[src/rtl/uart_tx_serializer.sv]
// UART transmit serializer: holding + shift register, start/data/[parity]/stop framing.
// Ports: clk, rst (sync high), baud_tick, tx_data/tx_valid/tx_ready, cfg_*, txd, tx_busy, tx_done. Option: UART_TX_PARITY_EN.
module uart_tx_serializer #(
  parameter int DATA_BITS  = 8,
  parameter int OVERSAMPLE = 16
) (
  input  logic                 clk,
  input  logic                 rst,
  input  logic                 baud_tick,
  input  logic [DATA_BITS-1:0] tx_data,
  input  logic                 tx_valid,
  output logic                 tx_ready,
  input  logic                 cfg_parity_en,
  input  logic                 cfg_parity_odd,
  input  logic                 cfg_stop2,
  output logic                 txd,
  output logic                 tx_busy,
  output logic                 tx_done
);

  localparam int CW = (OVERSAMPLE > 1) ? $clog2(OVERSAMPLE) : 1;

`ifdef UART_TX_PARITY_EN
  typedef enum logic [2:0] {IDLE, START, DATA, PARITY, STOP} state_t;
`else
  typedef enum logic [2:0] {IDLE, START, DATA, STOP} state_t;
`endif

  state_t               state, state_n;
  logic [CW-1:0]        tick_cnt, tick_n;
  logic [2:0]           bit_cnt, bit_n;
  logic [DATA_BITS-1:0] hold, shift, shift_n;
  logic                 hold_full;
  logic                 stop2_q;
  logic                 txd_n, done_n, load, adv;

`ifdef UART_TX_PARITY_EN
  logic par_en_q, par_q;
`else
  logic unused_cfg;
  assign unused_cfg = cfg_parity_en ^ cfg_parity_odd;
`endif

  // tx_ready is the flop; hold_full is just its complement
  assign hold_full = ~tx_ready;
  assign tx_busy   = (state != IDLE);
  assign adv       = baud_tick && (tick_cnt == CW'(OVERSAMPLE - 1));

  always_ff @(posedge clk) begin
    if (rst) begin
      state    <= IDLE;
      tick_cnt <= '0;
      bit_cnt  <= '0;
      hold     <= '0;
      shift    <= '0;
      tx_ready <= 1'b1;
      stop2_q  <= 1'b0;
      txd      <= 1'b1;
      tx_done  <= 1'b0;
`ifdef UART_TX_PARITY_EN
      par_en_q <= 1'b0;
      par_q    <= 1'b0;
`endif
    end else begin
      state    <= state_n;
      tick_cnt <= tick_n;
      bit_cnt  <= bit_n;
      shift    <= shift_n;
      txd      <= txd_n;
      tx_done  <= done_n;
      if (load) begin
        tx_ready <= 1'b1;
        stop2_q  <= cfg_stop2;
`ifdef UART_TX_PARITY_EN
        par_en_q <= cfg_parity_en;
        par_q    <= (^hold) ^ cfg_parity_odd;
`endif
      end else if (tx_valid && tx_ready) begin
        hold     <= tx_data;
        tx_ready <= 1'b0;
      end
    end
  end

  always_comb begin
    state_n = state;
    bit_n   = bit_cnt;
    shift_n = shift;
    txd_n   = txd;
    done_n  = 1'b0;
    load    = 1'b0;
    tick_n  = tick_cnt;
    if (baud_tick) tick_n = adv ? '0 : tick_cnt + 1'b1;
    unique case (state)
      IDLE: begin
        txd_n  = 1'b1;
        tick_n = '0;
        if (baud_tick && hold_full) begin
          load    = 1'b1;
          state_n = START;
          txd_n   = 1'b0;
        end
      end
      START: begin
        if (adv) begin
          state_n = DATA;
          bit_n   = '0;
          txd_n   = shift[0];
        end
      end
      DATA: begin
        if (adv) begin
          if (bit_cnt == 3'(DATA_BITS - 1)) begin
            bit_n   = '0;
            state_n = STOP;
            txd_n   = 1'b1;
`ifdef UART_TX_PARITY_EN
            if (par_en_q) begin
              state_n = PARITY;
              txd_n   = par_q;
            end
`endif
          end else begin
            bit_n   = bit_cnt + 3'd1;
            shift_n = shift >> 1;
            txd_n   = shift[1];
          end
        end
      end
`ifdef UART_TX_PARITY_EN
      PARITY: begin
        if (adv) begin
          state_n = STOP;
          bit_n   = '0;
          txd_n   = 1'b1;
        end
      end
`endif
      STOP: begin
        if (adv) begin
          // bit_cnt marks the first of two stop bits
          if (stop2_q && bit_cnt == 3'd0) begin
            bit_n = 3'd1;
          end else begin
            done_n = 1'b1;
            bit_n  = '0;
            if (hold_full) begin
              load    = 1'b1;
              state_n = START;
              txd_n   = 1'b0;
            end else begin
              state_n = IDLE;
              txd_n   = 1'b1;
            end
          end
        end
      end
      default: state_n = IDLE;
    endcase
    if (load) shift_n = hold;
  end

endmodule
[config.mk]
export PLATFORM = sky130hd
export DESIGN_NAME = uart_tx_serializer
export DESIGN_NICKNAME = d
export VERILOG_FILES = /design/src/rtl/uart_tx_serializer.sv
export SDC_FILE = /design/constraint.sdc
export NUM_CORES = 1
export LEC_CHECK = 0
export CORE_MARGIN = 5
export CORE_UTILIZATION = 55
export CTS_CLUSTER_SIZE = 12
export DETAILED_ROUTE_END_ITERATION = 8
export PLACE_DENSITY = 0.8
export SLEW_MARGIN = 20
export SYNTH_ARGS = -nofsm -noshare
export SYNTH_HDL_FRONTEND = slang
export SYNTH_SLANG_ARGS = --single-unit
[constraint.sdc]
create_clock -name clk -period 3.6 [get_ports clk]
set_input_delay 0.54 -clock clk [delete_from_list [all_inputs] [get_ports clk]]
set_output_delay 0.54 -clock clk [all_outputs]
set_load 0.02 [all_outputs]
==> results of run 1 <==
## logic make-up after synthesis
logic type | synth area share, %
and+or+nand+nor | 17.0
AOI/OAI and AO/OA | 20.4
DFF | 39.6
buffers and inverters | 7.26
muxes | 6.83
adders and majority gates | 7.69
xor gates and xnor gates | 1.20
## per-layer routing
metal | wire (um) | up-vias | track usage [%]
met1 | 1280 | 554 | 20.0
met2 | 1430 | 25 | 30.5
met4 | 45 | 0 | 8.18
met3 | 145 | 5 | 4.61
met5 | 0 | - | 0
li1 | - | 600 | -
## cell usage in the layout (no fill, tap or decap), types with 2 or more instances in the layout
cell	synthesis	routed
o31ai_1	7	7
nor2_1	5	5
a21oi_1	18	18
o22ai_1	2	2
inv_1	9	9
nand3_1	8	8
nor3_1	5	5
nand2_1	16	16
o211ai_1	2	2
o21a_1	2	2
clkbuf_4	0	5
mux2i_1	10	10
dfxtp_1	29	29
ha_1	9	9
clkbuf_8	0	2
clkdlybuf4s50_1	0	16
xor2_1	2	2
a211oi_1	2	2
## report_power, final
| group | internal [mW] | switching [mW] |
|---|---|---|
| registers | 0.362 | 0.0311 |
| clock network | 0.113 | 0.115 |
| logic | 0.127 | 0.166 |
## flip-flops by register name, summed over array words and instances, names as in the netlist
signal    cells
hold          8
shift         8
tick_cnt      4
bit_cnt       3
state         2
stop2_q       1
tx_done       1
tx_ready      1
txd           1
## worst max path at each step
| stage | start | end | slack [ps] |
|---|---|---|---|
| 6_report | state[0]$_SDFFE_PP0P_ | tx_busy | 1200 |
| 5_1_grt | state[0]$_SDFFE_PP0P_ | tx_busy | 1090 |
| 4_1_cts | state[0]$_SDFFE_PP0P_ | tx_busy | 1190 |
| 3_5_place_dp | baud_tick | shift[1]$_SDFFE_PP0P_ | 1100 |
| 3_3_place_gp | baud_tick | shift[0]$_SDFFE_PP0P_ | 1130 |
| 2_1_floorplan | state[0]$_SDFFE_PP0P_ | shift[7]$_SDFFE_PP0P_ | 1740 |
## Yosys cell counts, drive strengths merged, types with 2 or more instances
cell type,number
xor2,2
inv,9
nand2,16
nand3,8
a21oi,19
or3,2
o21ai,2
o211ai,2
buf,6
nor3,5
mux2i,10
a211oi,2
o21a,2
or2,2
clkbuf,6
nor2,5
o31ai,7
dfxtp,29
ha,9
o22ai,2
## area by class of cell
class,count,area (sq um)
clock buffers,7,65.1
clock inverters,1,5.00
fillers,222,862
inverters,9,33.8
multi-input cells,111,778
flip-flops and latches,29,581
well taps,30,37.5
repair buffers,16,160
## critical path, delay by kind of cell, from the launching register on
| kind | cells | cell delay [ps] |
|---|---|---|
| adders and majority gates | 1 | 330 |
| buffers and inverters | 3 | 820 |
| DFF | 1 | 370 |
## metrics by stage
step | hold WS, ps | instance area (sq um) | setup slack [ps] | total power, mW | utilization, %
after floorplan | 432 | 1470 | 1740 | 0.616 | -
after global placement | 448 | 1590 | 1130 | 0.679 | 63.0
after detailed placement | 454 | 1590 | 1100 | 0.693 | 63.0
after CTS | 467 | 1660 | 1190 | 0.919 | 65.8
after global routing | 479 | 1660 | 1090 | 0.972 | 65.8
final | 466 | 1660 | 1200 | 0.915 | 65.8
==> qor.yml, run 1 <==
synth_top_area_share_pct: 39.6
final_nets: 196
grt_pass1_vias: 1121
floorplan.rows: 18
fin_skew_ps: 5.34
synth_area_per_cell_sq_um: 9.10
dieWidth_um: 61.6
synthArstFlopShare_pct: 0
clk_path_buf_depth: 2
clock_latency_ps: 330
io_buffers: 16
yosys.area.top_type: "dfxtp_1"
syn_nets: 185
vias_per_cell: 5.83
hold_end: "hold[4]$_SDFFE_PP0P_"
synth_cell_types: 43
reg2reg_from: "state[0]$_SDFFE_PP0P_"
ir_worst_vdd_v: 0.000326
dr.first_iter.drc_count: 33
gp_congestion: 0.894
dp_hpwl_um: 2090
post_cts_buffers: 0
layout-drive-gt1-share_pct: 8.67
dr.pass1.iters: 4
relSlewSlack_pct: 44.1
core_area_sq_um: 2520
path_max_fanout: 7
hold_buffers: 0
leakage_nw: 0.617
root_buffer: "clkbuf_4"
die-area_sq_um: 3800
antenna_left: 0
cts_tree: "yes"
numCtsBuffers: 5
synth_area_sq_um: 1470
diodes: 0
antenna_found_initial: 0
required_ps: 3060
hold_class: "flip-flop to flip-flop"
r2r_cells: 5
crit_top_cell: "inv_1"
status: "finished clean"
grt_max_degree: 22
period_share_pct: 66.5
path_class: "flip-flop to output pin"
grt_pass1_wl_um: 4840
clock_sinks: 29
drc: 0
maxCapViolations: 0
final.setup.tns_ps: 0
cp-end-kind: "output pin"
synth_edf_count: 0
ys_warn_count: 0
cp.arrival_ps: 1860
area_delta_synth_final_pct: 13.3
instances_no_fill: 203
die_y_um: 61.6
hold_viol: 0
post-place-cells: 195
synth_ff_type: "dfxtp_1"
vias: 1184
h-tree-depth: 2
wire_per_inst_um: 14.3
initial_core_util_pct: 58.1
timing.rr.end: "shift[7]$_SDFFE_PP0P_"
grt_usage_pct: 17.6
r2r_setup_slack_ps: 1660
pin_count: 19
synth_seq_area_share_pct: 39.6
wirelength_um: 2900
min_period_ps: 2400
netlist_instances: 161
power_density_nw_per_um2: 551
critPathLaunchType: "flip-flop"
slew_violations: 0
worstMarginPinSlew_ps: 835
final-setup-viol-count: 0
max_freq_mhz: 417
rsz0062_at_grt: "no"
synth_area_leaders: "dfxtp_1, ha_1, mux2i_1, a21oi_1, nand2_1"
grt.overflow.total: 0
hold_depth: 2
cts_resized: 0
hp-start: "hold[4]$_SDFFE_PP0P_"
critPathMaxStageDelay_ps: 600
ys_ff_latch: 29
clk_pin_slew_ps: 90
cp_slowest_cell: "clkdlybuf4s50_1"
cp_cell_sequence: "inv_1, ha_1, inv_1, clkdlybuf4s50_1"
Note: power is estimated with default switching activity, not from simulation.
==> inputs of run 2 (changes only) <==
--- a/config.mk
+++ b/config.mk
@@ -6,10 +6,10 @@
 export NUM_CORES = 1
 export LEC_CHECK = 0
 export CORE_MARGIN = 5
-export CORE_UTILIZATION = 55
+export CORE_UTILIZATION = 48
 export CTS_CLUSTER_SIZE = 12
 export DETAILED_ROUTE_END_ITERATION = 8
-export PLACE_DENSITY = 0.8
+export PLACE_DENSITY = 0.74
 export SLEW_MARGIN = 20
 export SYNTH_ARGS = -nofsm -noshare
 export SYNTH_HDL_FRONTEND = slang
==> constraint.sdc (replaced) <==
create_clock -name clk -period 1.9 [get_ports clk]
set_input_delay 0.285 -clock clk [delete_from_list [all_inputs] [get_ports clk]]
set_output_delay 0.285 -clock clk [all_outputs]
set_load 0.02 [all_outputs]
==> run 2 against run 1 <==
  * Register-to-register slack worse by 1600 ps
  * First-iteration DRC count grew 52%
  * Combinational power increased by 100%
  * Cell count up 5.9%
  * Critical path depth is 1 higher
  * Clock power increased by 57%
  * Count of clock-buffer cells in the layout is 1 lower
  * Hold slack worse by 2.5 ps
  * Core utilization down 7.9 points
  * Setup slack lost 1100 ps
==> qor.yml, run 2 (synthesized netlist as in run 1, its figures left out) <==
status: "finished clean"
area_delta_synth_final_pct: 17.8
post_cts_buffers: 0  # unchanged
wire_per_inst_um: 13.3  # -6.5%
final.setup.tns_ps: 0  # unchanged
hold_buffers: 0  # unchanged
core_area_sq_um: 2980  # +18%
top_usage_layer: "met2"
clock_latency_ps: 330  # about the same
root_buffer: "clkbuf_4"
utilization_pct: 57.9  # -7.9 points
grt_pass1_wl_um: 4970  # +2.6%
ir_worst_vdd_v: 0.000624  # +91%
diodes: 0  # unchanged
vias: 1199  # +1.3%
setup_ws_ps: 67.9  # -1140 ps
critPathBufInv: 1  # -2
die-area_sq_um: 4260  # +12%
gp_congestion: 0.894  # about the same
relSlewSlack_pct: 71.5  # +27 points
reg.largest.list: "hold (8), shift (8), tick_cnt (4)"
cp_cell_sequence: "inv_1, ha_1, or2_2, or2_1, a21o_1"
path_class: "flip-flop to flip-flop"
wirelength_um: 2870  # -0.93%
grt_use_met3_pct: 6.67  # +2.1 points
critPathMaxStageDelay_ps: 380  # -220 ps
final_common_cell: "dfxtp_1"
antenna_found_initial: 0  # unchanged
final_area_sq_um: 1730  # +3.9%
required_ps: 2140  # -920 ps
drc: 0  # unchanged
fillers: 279  # +26%
p_total_mw: 1.70  # +86%
path_max_fanout: 10  # +3
clk_pin_slew_ps: 90  # about the same
final_nets: 205  # +4.6%
rsz0062_at_grt: "no"
vias_per_cell: 5.58  # -4.4%
hold_depth: 2  # unchanged
dr.pass1.iters: 4  # unchanged
gr-usage-met1_pct: 18.6  # -1.4 points
power_density_nw_per_um2: 984  # +79%
numCtsBuffers: 5  # unchanged
layout-drive-gt1-share_pct: 13.2  # +4.5 points
slew_violations: 0  # unchanged
pin_count: 19  # unchanged
placedInstanceArea_sq_um: 1670  # +5.3%
fin_skew_ps: 5.71  # +0.373 ps
period_share_pct: 96.4
initial_core_util_pct: 49.2  # -8.9 points
leakage_nw: 0.656  # +6.4%
r2r_cells: 5  # unchanged
antenna_left: 0  # unchanged
min_period_ps: 1830
final-setup-viol-count: 0  # unchanged
max_freq_mhz: 546
grt.overflow.total: 0  # unchanged
instances_no_fill: 215  # +5.9%
clk_path_buf_depth: 2  # unchanged
dp_hpwl_um: 2230  # +6.9%
cts_resized: 2  # +2
dieWidth_um: 65.3  # +5.9%
floorplan.rows: 20  # +2
use_met2_pct: 23.5  # -7.0 points
grt_max_degree: 15  # -32%
critPathLaunchType: "flip-flop"
hold_class: "flip-flop to flip-flop"
die_y_um: 65.3  # +5.9%
dr.first_iter.drc_count: 50  # +52%
cp.depth: 5  # +1
fin_hold_ws_ps: 463  # -2.47 ps
hold_viol: 0  # unchanged
io_buffers: 16  # unchanged
clock_sinks: 29  # unchanged
worstMarginPinSlew_ps: 416  # -419 ps
post-place-ws_ps: 7.37  # -1090 ps
cp-end-kind: "flip-flop"
cp_slowest_cell: "dfxtp_1"
cts_tree: "yes"
cp.arrival_ps: 2070  # +210 ps
grt_pass1_vias: 1135  # +1.2%
crit_family: "simple AND/OR/NAND/NOR gates"
maxCapViolations: 0  # unchanged
post-place-cells: 207  # +6.2%
grt_usage_pct: 15.2  # -2.4 points
most-common-layout-cells: "dfxtp_1, a21oi_1, nand2_1"
h-tree-depth: 2  # unchanged
-- run 2: cell types whose count changed in the layout (fill, tap and decap cells not counted), sizes merged --
cell           change
clkdlybuf4s50      -1
dlygate4sd2        +1
buf                +9
clkbuf             -1
clkinv             +1
-- run 2: final cells by class --
class	count	area [sq um]	share of cell area, %
Clock buffer	6	41.3	2.39
Clock inverter	2	10.0	0.580
Inverter	9	33.8	1.96
Multi-Input combinational cell	111	778	45.1
Sequential cell	29	582	33.7
Tap cell	33	41.3	2.39
Timing Repair Buffer	25	239	13.9
-- run 2: worst register-to-register path, cell delays in order (launching register included) --
cell and delay, ps:
dfxtp_1 380, inv_1 110, ha_1 350, or2_2 320, or2_1 370, a21o_1 200
-- run 2: final timing paths --
check / end / slack [ps] / startpoint
setup / recovery: shift[7]$_SDFFE_PP0P_ / 70 / state[0]$_SDFFE_PP0P_
hold / removal: hold[5]$_SDFFE_PP0P_ / 460 / hold[5]$_SDFFE_PP0P_
setup reg to reg: shift[7]$_SDFFE_PP0P_ / 70 / state[0]$_SDFFE_PP0P_
hold reg to reg: hold[5]$_SDFFE_PP0P_ / 460 / hold[5]$_SDFFE_PP0P_
-- run 2: power breakdown --
part | switching (mW) | leakage, nW | internal [mW]
Clock | 0.217 | 0.0320 | 0.141
Sequential | 0.0593 | 0.236 | 0.687
Combinational | 0.320 | 0.388 | 0.275
-- run 2: per-layer routing --
metal / wire length (um) / vias up
met5: 0 / -
met4: 45 / 0
met3: 181 / 7
met2: 1350 / 31
met1: 1290 / 547
li1: - / 614
